## src/rtl/mem_port_arbiter.sv

```systemverilog
// mem_port_arbiter: shares one single-port RAM between instruction fetch and the load/store path
//   clk, rst_n             clock (rising edge), asynchronous active-low reset
//   flush                  branch redirect, squashes fetch reads in flight
//   fetch_req/addr/gnt     fetch read request, combinational grant
//   fetch_rsp_vld/data     registered instruction response
//   data_req/we/addr/wdata/be/gnt  load/store request, combinational grant
//   data_rsp_vld/data      registered load response
//   ram_en/we/addr/wdata/be  registered RAM command; ram_rdata returns RD_LAT cycles after ram_en
//   Optional macro MEMARB_ROUND_ROBIN_EN: alternate on conflict instead of data priority with starvation guard
module mem_port_arbiter #(
  parameter int XLEN     = 32,
  parameter int ADDR_W   = 32,
  parameter int RD_LAT   = 1,
  parameter int MAX_WAIT = 4
) (
  input  logic              clk,
  input  logic              rst_n,
  input  logic              flush,
  input  logic              fetch_req,
  input  logic [ADDR_W-1:0] fetch_addr,
  output logic              fetch_gnt,
  output logic              fetch_rsp_vld,
  output logic [XLEN-1:0]   fetch_rsp_data,
  input  logic              data_req,
  input  logic              data_we,
  input  logic [ADDR_W-1:0] data_addr,
  input  logic [XLEN-1:0]   data_wdata,
  input  logic [XLEN/8-1:0] data_be,
  output logic              data_gnt,
  output logic              data_rsp_vld,
  output logic [XLEN-1:0]   data_rsp_data,
  output logic              ram_en,
  output logic              ram_we,
  output logic [ADDR_W-1:0] ram_addr,
  output logic [XLEN-1:0]   ram_wdata,
  output logic [XLEN/8-1:0] ram_be,
  input  logic [XLEN-1:0]   ram_rdata
);
  logic            fetch_win;
  logic [RD_LAT:0] tag_vld;
  logic [RD_LAT:0] tag_fetch;
`ifdef MEMARB_ROUND_ROBIN_EN
  logic last_fetch;
  assign fetch_win = !data_req || !last_fetch;
  always_ff @(posedge clk or negedge rst_n)
    if (!rst_n) last_fetch <= 1'b0;
    else if (fetch_gnt || data_gnt) last_fetch <= fetch_gnt;
`else
  logic [3:0] wait_cnt;
  assign fetch_win = !data_req || wait_cnt >= 4'(MAX_WAIT);
  always_ff @(posedge clk or negedge rst_n)
    if (!rst_n) wait_cnt <= '0;
    else wait_cnt <= (fetch_req && !fetch_gnt) ? ((wait_cnt == 4'hf) ? wait_cnt : wait_cnt + 4'd1) : '0;
`endif
  assign fetch_gnt = fetch_req && !flush && fetch_win;
  assign data_gnt  = data_req && !fetch_gnt;
  always_ff @(posedge clk or negedge rst_n)
    if (!rst_n) begin
      ram_en         <= 1'b0;
      ram_we         <= 1'b0;
      ram_addr       <= '0;
      ram_wdata      <= '0;
      ram_be         <= '0;
      tag_vld        <= '0;
      tag_fetch      <= '0;
      fetch_rsp_vld  <= 1'b0;
      fetch_rsp_data <= '0;
      data_rsp_vld   <= 1'b0;
      data_rsp_data  <= '0;
    end else begin
      ram_en         <= fetch_gnt || data_gnt;
      ram_we         <= data_gnt && data_we;
      ram_addr       <= fetch_gnt ? fetch_addr : data_addr;
      ram_wdata      <= data_wdata;
      ram_be         <= (data_gnt && data_we) ? data_be : '1;
      // flush kills every fetch-owned tag as it shifts; a fetch is never pushed while flush is high
      tag_vld        <= {tag_vld[RD_LAT-1:0] & ~(tag_fetch[RD_LAT-1:0] & {RD_LAT{flush}}),
                         fetch_gnt || (data_gnt && !data_we)};
      tag_fetch      <= {tag_fetch[RD_LAT-1:0], fetch_gnt};
      // the last stage lines up with ram_rdata; it is squashed too if flush hits this cycle
      fetch_rsp_vld  <= tag_vld[RD_LAT] && tag_fetch[RD_LAT] && !flush;
      data_rsp_vld   <= tag_vld[RD_LAT] && !tag_fetch[RD_LAT];
      if (tag_vld[RD_LAT] && tag_fetch[RD_LAT] && !flush) fetch_rsp_data <= ram_rdata;
      if (tag_vld[RD_LAT] && !tag_fetch[RD_LAT]) data_rsp_data <= ram_rdata;
    end
endmodule

```

## config.mk

```make
export PLATFORM = sky130hd
export DESIGN_NAME = mem_port_arbiter
export DESIGN_NICKNAME = d
export VERILOG_FILES = /design/src/rtl/mem_port_arbiter.sv
export SDC_FILE = /design/constraint.sdc
export NUM_CORES = 1
export LEC_CHECK = 0
export ABC_AREA = 1
export BUFFER_PORTS_ARGS = -buffer_cell sky130_fd_sc_hd__buf_4
export CAP_MARGIN = 0
export CORE_UTILIZATION = 46
export CTS_BUF_LIST = sky130_fd_sc_hd__clkbuf_8
export DETAILED_ROUTE_END_ITERATION = 12
export PLACE_DENSITY = 0.82
export SLEW_MARGIN = 20
export SYNTH_ARGS = -nofsm -noshare
export SYNTH_HDL_FRONTEND = slang
export SYNTH_SLANG_ARGS = --single-unit
```

## constraint.sdc

```tcl
create_clock -name clk -period 1.6 [get_ports clk]
set_input_delay 0.48 -clock clk [delete_from_list [all_inputs] [get_ports clk]]
set_output_delay 0.48 -clock clk [all_outputs]
set_load 0.01 [all_outputs]
```

# Yosys cells after proc, flatten, opt, wreduce, memory -nomap -nowiden
# Cells that the tools add are included.
# W data, S select, Z words.
[totals]
reg_bits = 144
inputBits = 138
[classes]
add_sub_neg = 1
magnitude_cmp = 1
n_eq_ne = 2
muxes = 4
bitwise = 3
reduce_logical = 17
[op_table]
columns = ["op", "n"]
rows = [
  ["$mux W32", 1],
  ["$mux W4", 3],
  ["$logic_and A1 B1 Y1", 9],
  ["$logic_not A1 Y1", 5],
  ["$add A4 B1 Y4 const B", 1],
  ["$eq A4 B4 Y1 const B", 1],
  ["$ge A4 B3 Y1 const B", 1],
  ["$logic_or A1 B1 Y1", 3],
  ["$and A1 B1 Y1", 2],
  ["$ne A2 B2 Y1 const B", 1],
  ["$not A1 Y1", 1],
]

# Longest topological paths before layout
[depth]
ltp_word = 7
mapped_depth = 7
mapped_depth_nobuf = 7

# Worst setup path before layout
# No wires, ideal clock.
[synth_path]
path_type = "reg-to-output"
startpoint = "register wait_cnt[2]"
endpoint = "output port data_gnt"
arrival_time_ns = 1.045
required_time_ns = 1.120
slack_ns = 0.075
path_stages_with_launch = 7
n_path_buf = 1
path_cell_list = "dfrtp_1 -> nor2_1 -> nand2_2 -> nand2_4 -> inv_4 -> buf_6 -> nor2_1"
[synth_via]
elab_chain_cells = 5
[synth_rtl]
columns = ["item", "line", "source"]
rows = [
  ["start: declaration", "49", "logic [3:0] wait_cnt;"],
  ["start signal: assignment", "53", "else wait_cnt <= (fetch_req && !fetch_gnt) ? ((wait_cnt == 4'hf) ? wait_cnt : wait_cnt + 4'd1) : '0;"],
  ["$ge A4 B3 Y1", "50", "assign fetch_win = !data_req || wait_cnt >= 4'(MAX_WAIT);"],
  ["$logic_or A1 B1 Y1", "50", ""],
  ["$logic_and A1 B1 Y1", "55", "assign fetch_gnt = fetch_req && !flush && fetch_win;"],
  ["named net fetch_gnt", "21", "output logic fetch_gnt,"],
  ["$logic_not A1 Y1", "56", "assign data_gnt = data_req && !fetch_gnt;"],
  ["$logic_and A1 B1 Y1", "56", ""],
  ["end: declaration", "29", "output logic data_gnt,"],
]
# The timed path passes the listed nets, and every way through them passes these cells.

# Worst setup path after layout
[layout_path]
startpoint = "register wait_cnt[2]"
endpoint = "output port data_gnt"
[layout_via]
elab_chain_cells = 5
[layout_rtl]
columns = ["item", "line"]
rows = [
  ["$ge A4 B3 Y1", "50"],
  ["$logic_or A1 B1 Y1", "50"],
  ["$logic_and A1 B1 Y1", "55"],
  ["$logic_not A1 Y1", "56"],
  ["$logic_and A1 B1 Y1", "56"],
]
# No other way between the ends.

==> flow_summary_export.csv <==
group,metric,value,unit
power,irDropWorstVdd,675,uV
synthesis,synth_top_area_share,71.4,%
setup_path,slowest_delay,400,ps
placed_design,port_buffers,275,
finish,syn2layout_area_growth,52.1,%
finish,final_core_utilization,73.3,%
floorplan,fp-row-count,37,
setup_path,path_buf_inv,2,
floorplan,start_util,48.2,%
grt,grt_first_pass_wirelength,20400,um
status,violations,"setup timing",
placed_design,hpwl,10000,um
timing,slew_headroom,74.3,%
route,vias,4311,
synthesis,ys_ff_latch,144,
floorplan,die-area,0.0114,mm^2
setup_path,end_kind,"output port",
setup_path,critPathTopFamily,"flip-flops",
synthesis,synthMostInstantiatedCell,"nand2_1",
power,power_leakage,4.20,nW
grt,grt_pass1_vias,4255,
finish,design_area,0.00767,mm^2
floorplan,coreArea,0.0105,mm^2
cts,cts_tree,"built",
timing,tightest_slew,386,ps
timing,fmaxAchievable,0.559,GHz
setup_path,cp_slowest_cell,"dfrtp_1",
cts,cts_buffers,17,
synthesis,async_flop_share,100,%
route,drtAntennaViolNets,0,
synthesis,synth_edf_count,0,
route,drt_iter0_drc,227,
timing,hold_viol_final,0,
floorplan,fp.dieW,107,um
setup_path,critical_path.cell_chain,"nor2_2, nand2_2, nand2_4, inv_4, nor2_2, buf_4",
cts,ctsLongestPathBuffers,2,
synthesis,synth_largest_area_cell,"dfrtp_1",
grt,gr-usage-all-layers,23.5,%
cts,clk_pin_slew_worst_paths,80,ps
timing,setup_slack,-189,ps
grt,antenna_found_initial,0,
synthesis,syn_nets,615,
setup_path,crit_type,"flip-flop to output port",
synthesis,synth_cell_types,17,
cts,cts_root_buf,"clkbuf_8",
floorplan,io_pins,276,
grt,overflow,0,
route,routed_via_density,4.74,
placed_design,dpl_cell_area,0.00726,mm^2
synthesis,synthCells,476,
synthesis,ys_top_cells_by_area,"dfrtp_1 (71%), nand2_1 (13%), o21ai_0 (6.1%)",
route,wirelength,13200,um
route,drt_pass1_iterations,5,
placed_design,gp_congestion,0.805,
synthesis,yosys-top-cells-count,"nand2_1 (176), dfrtp_1 (144), o21ai_0 (61)",
finish,nets,901,
cts,clock_sink_count,144,
setup_path,arrival,1310,ps
timing,rsz0062_at_grt,"yes",
finish,diodes,0,
finish,nFillCells,739,
synthesis,ys.warnings.count,0,
setup_path,cp-start-kind,"flip-flop",
timing,setup_tns,-304,ps
power,p_total,8.97,mW
timing,timing.final.max_slew_violations,0,
hold_path,worst_hold_path_type,"input port to flip-flop",
setup_path,cp.required,1120,ps
timing,fin_worst_skew,9.35,ps
synthesis,avgSynthCellArea,10.6,um^2
cts,cts_max_level,4,
run,drv_cap,0,
timing,period_minus_slack,1790,ps
cts,clk_latency,420,ps
status,outcome,"finished, violations left",
setup_path,cpMostUsedCell,"nor2_2",
finish,drive_above_1_share,42.0,%
route,post-route-drc-count,0,
synthesis,synth_seq_area_share,71.4,%
floorplan,die_y,107,um
grt,grt_max_degree,75,
power,power_density,1170,mW/mm^2
timing,final-setup-viol-count,2,
timing,period_share,112,%
setup_path,crit_fanout,3,
synthesis,ys.flop_type,"dfrtp_1",
route,wl_per_cell,14.5,um
synthesis,synthesis.area,0.00504,mm^2
## cell usage in the layout, fill, tap and decap left out
cell and n:
ha_1 1, nand2_1 174, clkinv_2 4, inv_6 3
nand3_1 3, o21ai_0 61, clkinvlp_4 3, buf_12 4
clkbuf_8 17, buf_6 2, o21ai_1 5, buf_4 281
clkinv_4 1, bufinv_16 2, nor2_1 9, inv_1 46
nand4_1 4, nand2_4 1, inv_4 1, a21boi_0 1
dfrtp_1 144, dlygate4sd3_1 1, nor2_2 2, nand2_2 4
## path summary, 6_finish.rpt
check / from / to / slack, ps / cells after the start
worst min-delay path: data_wdata[7] / ram_wdata[7] / 160 / 1
max in group asynchronous: rst_n / fetch_rsp_vld / 500 / 3
worst max-delay path: wait_cnt[2] / data_gnt / -190 / 6
worst max register to register: wait_cnt[2] / wait_cnt[0] / 160 / 7
min in group asynchronous: rst_n / ram_wdata[21] / 470 / 2
worst min register to register: tag_fetch[0] / tag_fetch[1] / 380 / 0
## worst reg2reg max path, delay by kind of cell, from the launching register on
family | cells | cell delay, ps
flops | 1 | 400
buf+inv | 2 | 430
simple gates | 5 | 550
## state kept, by name, summed over array words and instances, names as in the netlist
| name | count |
|---|---|
| data_rsp_data | 32 |
| tag_fetch | 2 |
| wait_cnt | 4 |
| ram_addr | 32 |
| fetch_rsp_vld | 1 |
| ram_be | 4 |
| data_rsp_vld | 1 |
| ram_we | 1 |
| fetch_rsp_data | 32 |
| ram_en | 1 |
| ram_wdata | 32 |
| tag_vld | 2 |
## what timing repair did
| item | in CTS | in global routing |
|---|---|---|
| setup buffers | 3 | 0 |
| endpoints found under the setup margin | 2 | 2 |
| gates cloned | 0 | 0 |
| hold endpoints to repair | 15 | 0 |
| gates resized for setup | 3 | 0 |
| pin swaps | 2 | 2 |
| hold buffers | 1 | 0 |
## power by group
| part | switching (mW) | leakage, nW | internal, mW | total, mW |
|---|---|---|---|---|
| clock network | 1.33 | 0.190 | 1.37 | 2.70 |
| registers | 0.256 | 1.75 | 4.12 | 4.37 |
| logic | 0.899 | 2.26 | 0.998 | 1.90 |
| total | 2.48 | 4.20 | 6.49 | 8.97 |
## through the flow
step	cells	setup slack, ps	hold slack, ps
after CTS	910	-232	131
after detailed placement	875	15.7	324
after floorplan	476	75.5	184
after global placement	875	40.8	321
final	910	-189	156
after global routing	910	-272	122
## final cells by class
| type | count | area, um^2 | area share, % |
|---|---|---|---|
| timing repair buffer | 288 | 2220 | 29.0 |
| multi-input combinational | 265 | 1130 | 14.7 |
| sequential | 144 | 3600 | 47.0 |
| clock buffer | 17 | 234 | 3.05 |
| clock inverter | 14 | 141 | 1.84 |
| tap | 136 | 170 | 2.22 |
| inverter | 46 | 175 | 2.28 |
## cell families after synthesis
| logic type | count (synthesis) | share of synthesized area (%) |
|---|---|---|
| simple gates | 197 | 15.2 |
| buf+inv | 67 | 6.45 |
| flops | 144 | 71.4 |
| compound gates | 67 | 6.70 |
| fa+ha+maj | 1 | 0.248 |
## layer usage
metal / track usage (%) / part of all wire (%)
met1: 27.2 / 37
met2: 42.0 / 53
met3: 6.38 / 7.9
met4: 8.22 / 1.8
met5: 0 / 0
Note: power is estimated with default switching activity, not from simulation.
